<file path="src/rtl/sha256_pkg.sv">
// rtl/sha256_pkg.sv - SHA-256 constants, types and round functions shared by the engine.
package sha256_pkg;

    typedef logic [31:0] word_t;

    typedef enum logic [1:0] {IDLE, ROUND, FINAL} state_e;

    typedef struct packed {
        word_t a, b, c, d, e, f, g, h;
    } work_t;

    localparam word_t K [64] = '{
        32'h428a2f98, 32'h71374491, 32'hb5c0fbcf, 32'he9b5dba5, 32'h3956c25b, 32'h59f111f1, 32'h923f82a4, 32'hab1c5ed5,
        32'hd807aa98, 32'h12835b01, 32'h243185be, 32'h550c7dc3, 32'h72be5d74, 32'h80deb1fe, 32'h9bdc06a7, 32'hc19bf174,
        32'he49b69c1, 32'hefbe4786, 32'h0fc19dc6, 32'h240ca1cc, 32'h2de92c6f, 32'h4a7484aa, 32'h5cb0a9dc, 32'h76f988da,
        32'h983e5152, 32'ha831c66d, 32'hb00327c8, 32'hbf597fc7, 32'hc6e00bf3, 32'hd5a79147, 32'h06ca6351, 32'h14292967,
        32'h27b70a85, 32'h2e1b2138, 32'h4d2c6dfc, 32'h53380d13, 32'h650a7354, 32'h766a0abb, 32'h81c2c92e, 32'h92722c85,
        32'ha2bfe8a1, 32'ha81a664b, 32'hc24b8b70, 32'hc76c51a3, 32'hd192e819, 32'hd6990624, 32'hf40e3585, 32'h106aa070,
        32'h19a4c116, 32'h1e376c08, 32'h2748774c, 32'h34b0bcb5, 32'h391c0cb3, 32'h4ed8aa4a, 32'h5b9cca4f, 32'h682e6ff3,
        32'h748f82ee, 32'h78a5636f, 32'h84c87814, 32'h8cc70208, 32'h90befffa, 32'ha4506ceb, 32'hbef9a3f7, 32'hc67178f2
    };

    localparam word_t [0:7] IV256 = {
        32'h6a09e667, 32'hbb67ae85, 32'h3c6ef372, 32'ha54ff53a,
        32'h510e527f, 32'h9b05688c, 32'h1f83d9ab, 32'h5be0cd19
    };

    localparam word_t [0:7] IV224 = {
        32'hc1059ed8, 32'h367cd507, 32'h3070dd17, 32'hf70e5939,
        32'hffc00b31, 32'h68581511, 32'h64f98fa7, 32'hbefa4fa4
    };

    function automatic word_t rotr(input word_t x, input int n);
        return (x >> n) | (x << (32 - n));
    endfunction

    function automatic word_t ch(input word_t x, input word_t y, input word_t z);
        return (x & y) ^ (~x & z);
    endfunction

    function automatic word_t maj(input word_t x, input word_t y, input word_t z);
        return (x & y) ^ (x & z) ^ (y & z);
    endfunction

    function automatic word_t bsig0(input word_t x);
        return rotr(x, 2) ^ rotr(x, 13) ^ rotr(x, 22);
    endfunction

    function automatic word_t bsig1(input word_t x);
        return rotr(x, 6) ^ rotr(x, 11) ^ rotr(x, 25);
    endfunction

    function automatic word_t ssig0(input word_t x);
        return rotr(x, 7) ^ rotr(x, 18) ^ (x >> 3);
    endfunction

    function automatic word_t ssig1(input word_t x);
        return rotr(x, 17) ^ rotr(x, 19) ^ (x >> 10);
    endfunction

    function automatic work_t round_f(input work_t s, input word_t k, input word_t w);
        word_t t1;
        word_t t2;
        work_t r;
        t1 = s.h + bsig1(s.e) + ch(s.e, s.f, s.g) + k + w;
        t2 = bsig0(s.a) + maj(s.a, s.b, s.c);
        r = '{a: t1 + t2, b: s.a, c: s.b, d: s.c, e: s.d + t1, f: s.e, g: s.f, h: s.g};
        return r;
    endfunction

endpackage

</file>
<file path="src/rtl/sha256_sched.sv">
// rtl/sha256_sched.sv - 16-word message schedule window, parallel load and R-word shift with expansion.
module sha256_sched
    import sha256_pkg::*;
#(
    parameter int R = 1
) (
    input  logic           clk,
    input  logic           rst_n,
    input  logic           load,
    input  logic [511:0]   blk,
    input  logic           shift,
    output word_t [R-1:0]  w
);

    word_t win [16];
    word_t nxt [16];

    // Words appended late in the same cycle may feed later ones (R=4 uses W[t+16], W[t+17]).
    always_comb begin
        word_t ext [16+R];
        for (int i = 0; i < 16; i++) ext[i] = win[i];
        for (int j = 0; j < R; j++)
            ext[16+j] = ssig1(ext[14+j]) + ext[9+j] + ssig0(ext[1+j]) + ext[j];
        for (int i = 0; i < 16; i++) nxt[i] = ext[i+R];
    end

    always_ff @(posedge clk or negedge rst_n) begin
        if (!rst_n) begin
            for (int i = 0; i < 16; i++) win[i] <= '0;
        end else if (load) begin
            for (int i = 0; i < 16; i++) win[i] <= blk[511-32*i -: 32];
        end else if (shift) begin
            for (int i = 0; i < 16; i++) win[i] <= nxt[i];
        end
    end

    for (genvar j = 0; j < R; j++) begin : g_out
        assign w[j] = win[j];
    end

endmodule

</file>
<file path="src/rtl/sha256_stream.sv">
// rtl/sha256_stream.sv - multi-block SHA-256 engine, R rounds per cycle; SHA256_STREAM_SHA224_EN adds SHA-224 mode.
module sha256_stream
    import sha256_pkg::*;
#(
    parameter int N       = 32,
    parameter int R       = 1,
    parameter int OUT_REG = 1
) (
    input  logic            clk_i,
    input  logic            rst_i,
    input  logic            blk_valid_i,
    output logic            blk_ready_o,
    input  logic [N*16-1:0] blk_i,
    input  logic            first_i,
    input  logic            last_i,
`ifdef SHA256_STREAM_SHA224_EN
    input  logic            mode224_i,
`endif
    output logic            busy_o,
    output logic            digest_valid_o,
    output logic [255:0]    digest_o
);

    if (N != 32) begin : g_bad_n
        $error("sha256_stream: N must be 32");
    end
    if (R != 1 && R != 2 && R != 4) begin : g_bad_r
        $error("sha256_stream: R must be 1, 2 or 4");
    end

    state_e        state, state_nx;
    word_t [0:7]   h_q, h_sum, iv, v_w;
    work_t         v_q, v_nx;
    logic [5:0]    cnt;
    logic          last_q, mode_q, mode_in, hs;
    word_t [R-1:0] w_r;
    logic [255:0]  hv;

`ifdef SHA256_STREAM_SHA224_EN
    assign mode_in = mode224_i;
`else
    assign mode_in = 1'b0;
`endif

    assign hs  = blk_valid_i & blk_ready_o;
    assign iv  = mode_in ? IV224 : IV256;
    assign v_w = v_q;
    assign hv  = h_sum;

    sha256_sched #(.R(R)) u_sched (
        .clk   (clk_i),
        .rst_n (rst_i),
        .load  (hs),
        .blk   (blk_i),
        .shift (state == ROUND),
        .w     (w_r)
    );

    always_ff @(posedge clk_i or negedge rst_i) begin
        if (!rst_i) state <= IDLE;
        else        state <= state_nx;
    end

    always_comb begin
        state_nx = state;
        case (state)
            IDLE:    if (hs) state_nx = ROUND;
            ROUND:   if (cnt == 6'(64 - R)) state_nx = FINAL;
            FINAL:   state_nx = IDLE;
            default: state_nx = IDLE;
        endcase
    end

    always_comb begin
        blk_ready_o = (state == IDLE);
        busy_o      = (state != IDLE);
    end

    always_comb begin
        v_nx = v_q;
        for (int j = 0; j < R; j++) v_nx = round_f(v_nx, K[cnt + 6'(j)], w_r[j]);
        for (int i = 0; i < 8; i++) h_sum[i] = h_q[i] + v_w[i];
    end

    // H is loaded with the IV at a first-block handshake, so FINAL always adds to h_q.
    always_ff @(posedge clk_i or negedge rst_i) begin
        if (!rst_i) begin
            h_q            <= IV256;
            v_q            <= '0;
            cnt            <= '0;
            last_q         <= 1'b0;
            mode_q         <= 1'b0;
            digest_valid_o <= 1'b0;
            digest_o       <= '0;
        end else begin
            if (OUT_REG == 0) digest_valid_o <= 1'b0;
            case (state)
                IDLE: if (hs) begin
                    v_q    <= first_i ? iv : h_q;
                    last_q <= last_i;
                    cnt    <= '0;
                    if (first_i) begin
                        h_q    <= iv;
                        mode_q <= mode_in;
                        if (OUT_REG != 0) begin
                            digest_valid_o <= 1'b0;
                            digest_o       <= '0;
                        end
                    end
                end
                ROUND: begin
                    v_q <= v_nx;
                    cnt <= cnt + 6'(R);
                end
                FINAL: begin
                    h_q <= h_sum;
                    if (last_q) begin
                        digest_valid_o <= 1'b1;
                        digest_o       <= mode_q ? {hv[255:32], 32'h0} : hv;
                    end
                end
                default: ;
            endcase
        end
    end

endmodule

</file>
<file path="config.mk">
export PLATFORM = sky130hd
export DESIGN_NAME = sha256_stream
export DESIGN_NICKNAME = d
export VERILOG_FILES = /design/src/rtl/sha256_pkg.sv /design/src/rtl/sha256_sched.sv /design/src/rtl/sha256_stream.sv
export SDC_FILE = /design/constraint.sdc
export NUM_CORES = 2
export LEC_CHECK = 0
export ABC_CLOCK_PERIOD_IN_PS = 8590
export BUFFER_PORTS_ARGS = -buffer_cell sky130_fd_sc_hd__buf_2
export CORE_AREA = 4 4 462 327
export CTS_CLUSTER_DIAMETER = 80
export DETAILED_ROUTE_END_ITERATION = 16
export DIE_AREA = 0 0 466 331
export PLACE_DENSITY = 0.77
export SYNTH_ARGS = -nofsm -noshare
export SYNTH_HDL_FRONTEND = slang
export SYNTH_SLANG_ARGS = --single-unit
</file>
<file path="constraint.sdc">
create_clock -name clk_i -period 8.59 [get_ports clk_i]
set_input_delay 0.4295 -clock clk_i [delete_from_list [all_inputs] [get_ports clk_i]]
set_output_delay 0.4295 -clock clk_i [all_outputs]
set_load 0.01 [all_outputs]
</file>
# Yosys cells after proc, flatten, opt, wreduce, memory -nomap -nowiden
# Memory sizes are Yosys's and may differ from the RTL's.
# Cells that the tools add are included.
# Widths: inputs -> output; s select.
[word_totals]
reg_bits = 1290
rom_bits = 2048
memories = 1
[op_classes]
add_sub_neg = 19
bitwise = 29
n_mux = 21
n_lt_le_gt_ge = 1
n_eq_ne = 7
reduce_logical = 10
[mem_list]
columns = ["name", "depth", "width", "read_ports", "rd_clocked_by_memory_dff", "write_ports", "line_no", "source"]
rows = [
  ["(no name shown)", 64, 32, 1, 0, 0, "sha256_stream.sv:81", "for (int j = 0; j < R; j++) v_nx = round_f(v_nx, K[cnt + 6'(j)], w_r[j]);"],
]
[ops]
columns = ["op", "count"]
rows = [
  ["$pmux 256 s2", 3],
  ["$mux 256", 5],
  ["$mux 512", 2],
  ["$add 32x32->32", 18],
  ["$xor 32x32->32", 9],
  ["$and 32x32->32", 5],
  ["$mux 32", 2],
  ["$not 32->32", 1],
  ["$or 10x32->32", 1],
  ["$or 13x32->32", 1],
  ["$or 14x32->32", 1],
  ["$or 15x32->32", 1],
  ["$or 19x32->32", 1],
  ["$or 21x32->32", 1],
  ["$or 25x32->32", 1],
  ["$or 26x32->32", 1],
  ["$or 30x32->32", 1],
  ["$or 7x32->32", 1],
  ["$xor 32x22->32", 1],
  ["$xor 32x29->32", 1],
  ["$pmux 6 s2", 1],
  ["$reduce_and 2->1", 4],
  ["$reduce_bool 2->1", 4],
  ["$ge 7x7->1 const B", 1],
  ["other kinds (15)", 20],
]

# Depth between registers and ports, before layout
[logic_depth]
ltp_word = 9
mapped_depth = 41

# Modules after synthesis
# Synthesis repeated with hierarchy kept, for this count alone.
[hier_totals]
cells_unflattened = 8822
hier_area_um2 = 81236.7
[modules_own_cells]
columns = ["module", "n_inst", "seq_area_each_um2", "cells_per_inst", "area_each_um2"]
rows = [
  ["sha256_stream", 1, 19638.8, 6027, 53620.2],
  ["sha256_sched", 1, 12812.3, 2795, 27616.5],
]

# Least setup slack after synthesis
# No wires, ideal clock.
[synth_timing]
path_type = "reg2reg"
startpoint = "reg cnt[1]"
endpoint = "reg v_q, in the netlist v_nx[222]"
arrival_ns = 8.119
path_slack_ns = 0.334
path_stages_with_launch = 37
period_less_slack_ns = 8.256
path_buffers = 2
path_cell_list = "dfrtp_1 -> clkbuf_1 -> inv_1 -> ha_1 -> clkbuf_1 -> nor2_1 -> or3_1 -> o21ai_0 -> mux4_2 -> fa_1 -> inv_1 -> fa_1 -> inv_1 -> fa_1 -> inv_1 -> ha_1 -> a21o_1 -> nor3_1 -> a211oi_1 -> o21a_1 -> o31ai_1 -> nand2_1 -> a21boi_0 -> o21bai_1 -> a21oi_1 -> xor2_1 -> fa_1 -> inv_1 -> ha_1 -> a21o_1 -> a211o_1 -> a211oi_1 -> a21boi_0 -> o31ai_1 -> a31oi_1 -> xor2_1 -> a21oi_1"
[synth_via]
elab_chain_len = 8
[synth_lines]
columns = ["element", "line_no", "source"]
rows = [
  ["start, declared", "sha256_stream.sv:34", "logic [5:0] cnt;"],
  ["start signal, assigned", "sha256_stream.sv:113", "cnt <= cnt + 6'(R);"],
  ["$not 6->7 (implied by the code)", "sha256_stream.sv:81", ""],
  ["$mem_v2 64x32", "--", ""],
  ["$mux 32 (implied by the code) (2 in a row)", "sha256_stream.sv:81", ""],
  ["$add 32x32->32 (2 in a row)", "sha256_pkg.sv:65", "t1 = s.h + bsig1(s.e) + ch(s.e, s.f, s.g) + k + w;"],
  ["$add 32x32->32", "sha256_pkg.sv:67", "r = '{a: t1 + t2, b: s.a, c: s.b, d: s.c, e: s.d + t1, f: s.e, g: s.f, h: s.g};"],
  ["$pmux 256 s2", "sha256_stream.sv:97", "case (state)"],
  ["end signal, assigned", "sha256_stream.sv:99", "v_q <= first_i ? iv : h_q;"],
  ["end signal, assigned", "sha256_stream.sv:112", "v_q <= v_nx;"],
  ["end, declared", "sha256_stream.sv:33", "work_t v_q, v_nx;"],
]
# No other way between the ends. The select of a mux whose other input is x is not followed.
# A chain may end at the register's enable or synchronous reset.

# Worst setup path after layout
[layout_timing]
startpoint = "reg cnt[0]"
endpoint = "reg v_q, in the netlist v_nx[222]"
# The elaborated chain is that of the path after synthesis.

==> results.sh <==
export IMPL_start_util=0.545
export IMPL_synth_seq_cells=1290
export IMPL_synth_area_leaders="dfrtp_1 36%, nand2_1 8.4%, ha_1 6.1%"
export IMPL_finalHoldViolations=0
export IMPL_place_hpwl_mm=243
export IMPL_die_area_um2=154000
export IMPL_htree_levels=4
export IMPL_grt_pass1_wl_mm=494
export IMPL_io_buffers=775
export IMPL_critPathMaxFanout=5
export IMPL_critPathLaunchType="flop"
export IMPL_syn_num_nets=9985
export IMPL_insertion_delay_ns=0.81
export IMPL_synth_top_cell_area_share=0.361
export IMPL_synth_most_common_cell="nand2_1"
export IMPL_ys_async_sr_fraction=1.00
export IMPL_slew_headroom=0.188
export IMPL_worstPathArrival_ns=8.94
export IMPL_cts_tree="done"
export IMPL_avgSynthCellArea_um2=9.02
export IMPL_endpoint_kind="flop"
export IMPL_yosys_top_cells_count="1,798 x nand2_1, 1,154 x dfrtp_1, 563 x clkbuf_1, 541 x o21ai_0, 516 x a21oi_1"
export IMPL_totalWireLength_mm=342
export IMPL_drt_iter0_markers=11933
export IMPL_core_um2=147000
export IMPL_critPathKind="reg2reg"
export IMPL_slew_viol_final=0
export IMPL_min_path_type="in2reg"
export IMPL_gp_congestion=1.03
export IMPL_synthCells=8880
export IMPL_grt_ovfl_total=0
export IMPL_wl_per_cell_um=28.2
export IMPL_ys_seq_area_frac=0.405
export IMPL_synth_edf_count=0
export IMPL_layout_nets=11106
export IMPL_worstPathRequired_ns=9.22
export IMPL_outcome="finished clean"
export IMPL_ys_flop_type="dfrtp_1"
export IMPL_yosys_area_top_type="dfrtp_1"
export IMPL_yosysWarnings=0
export IMPL_tightest_slew_ns=1.22
export IMPL_design_area_um2=96800
export IMPL_rows=118
export IMPL_cts_root_buffer_cell="clkbuf_16"
export IMPL_grtUsageTotal=0.428
export IMPL_syn2layout_area_growth_pct=20.9
export IMPL_finClkSkew_ns=0.0331
export IMPL_num_vias=78846
export IMPL_fmaxAchievable_ghz=0.120
export IMPL_finalSetupViolations=0
export IMPL_synth_area_um2=80100
export IMPL_postPlaceCellArea_um2=87100
export IMPL_grt_max_degree=206
export IMPL_drive_gt1_frac=0.159
export IMPL_min_period_over_period=0.967
export IMPL_finalCriticalPeriod_ns=8.31
export IMPL_cpPeakStageDelay_ns=0.56
export IMPL_drc=0
export IMPL_fin_setup_tns_ns=0
export IMPL_cts_buffer_depth=3
export IMPL_cts_sinks=1290
export IMPL_pin_count=776
export IMPL_viasPerCell=6.49
export IMPL_dieWidth_um=466
export IMPL_holdWs_ns=0.0595
export IMPL_max_cap_violations=0
export IMPL_antenna_found_initial=47
export IMPL_die_y_um=331
export IMPL_grt_pass1_vias=74760
export IMPL_yosysUniqueCellTypes=93
export IMPL_ant_nets=0
export IMPL_cts_buffers=132
export IMPL_slowest_stage="mux4_2"
export IMPL_clkTransAtPathRegs_ns=0.06
export IMPL_drtPass1Iterations=13
[stage by stage]
stage | worst slack [ns] | instances | utilization
floorplan | 0.334 | 8880 | -
global placement | 0.183 | 11360 | 0.593
detailed placement | 0.111 | 11360 | 0.593
CTS | 0.0282 | 12085 | 0.657
global route | -0.0492 | 12114 | 0.658
finish | 0.281 | 12146 | 0.659
[cells in the final DEF, fill, tap and decap left out, types with 49 or more instances in the layout]
master         netlist  routed
a21o_1             181     180
a21oi_1            516     509
a22o_1             139     139
a22oi_1            512     511
a31oi_1             56      56
buf_2                1     773
buf_4                0     314
clkbuf_16            0     137
dfrtp_1           1154    1150
dfstp_2            136     136
diode_2              0      60
dlygate4sd3_1        0     486
fa_1               195     193
ha_1               393     388
inv_1              312     309
nand2_1           1798    1792
nand2b_1            79      77
nand3_1             91      91
nor2_1             378     373
nor3_1             177     177
nor3b_1             87      87
o211ai_1            49      49
o21a_1              57      56
o21ai_0            541     532
o22a_1             102     102
o31ai_1            167     165
xnor2_1            394     392
xor2_1             181     178
[area by class of cell]
class | instances | area (um^2)
diodes | 60 | 150
clock buffers | 187 | 3840
clock inverters | 52 | 693
fillers | 11580 | 50100
inverters | 314 | 1180
multi-input cells | 6665 | 44500
flip-flops and latches | 1290 | 32500
well taps | 1980 | 2480
repair buffers | 1598 | 11600
[logic make-up (layout without fill, tap and decap cells)]
kind of cell / after synthesis / count (layout) / share of synthesized area
buf+inv: 925 / 2151 / 0.0434
simple gates: 2813 / 2813 / 0.150
other cells: 0 / 60 / 0
fa+ha+maj: 590 / 590 / 0.110
compound gates: 2628 / 2628 / 0.219
mux: 56 / 56 / 0.00862
flops: 1290 / 1290 / 0.405
xor+xnor: 578 / 578 / 0.0638
[per-layer routing]
| layer | GRT usage | part of all wire |
|---|---|---|
| met1 | 0.609 | 0.40 |
| met5 | 0.0232 | 0.0017 |
| met2 | 0.573 | 0.40 |
| met4 | 0.205 | 0.059 |
| met3 | 0.157 | 0.14 |
[registers in the layout, summed over array words and instances (netlist names)]
signal	cells
u_sched.nxt	480
digest_o	256
h_q	256
v_nx	192
v_q	64
u_sched.w	32
cnt	6
state	2
digest_valid_o	1
last_q	1
[what timing repair did]
action | 4_1_cts | 5_1_grt
setup endpoints to repair | 0 | 20
setup buffers | 0 | 1
gates resized for setup | 0 | 56
hold buffers | 486 | 0
endpoints found under the hold margin | 585 | 0
[path summary, 6_finish.rpt]
path	from	end	slack, ns	depth (start not counted)
worst max-delay path	cnt[0]	v_nx[222]	0.28	37
worst min-delay path	blk_i[498]	u_sched.w[18]	0.06	3
worst max register to register	cnt[0]	v_nx[222]	0.28	37
worst min register to register	digest_o[32]	digest_o[32]	0.47	2
max in group asynchronous	rst_i	u_sched.nxt[114]	6.07	4
min in group asynchronous	rst_i	digest_o[83]	0.30	2
[critical path, delay by kind of cell (launching register included)]
family | cells | cell delay, ns
xor gates and xnor gates | 2 | 0.27
DFF | 1 | 0.39
muxes | 1 | 0.56
buffers and inverters | 8 | 0.80
AOI/OAI and AO/OA | 15 | 2.64
adders and majority gates | 7 | 2.90
and+or+nand+nor | 4 | 0.58
Power is not shown: default switching activity piles up to over one toggle a cycle in this logic, so the estimate is an artifact.
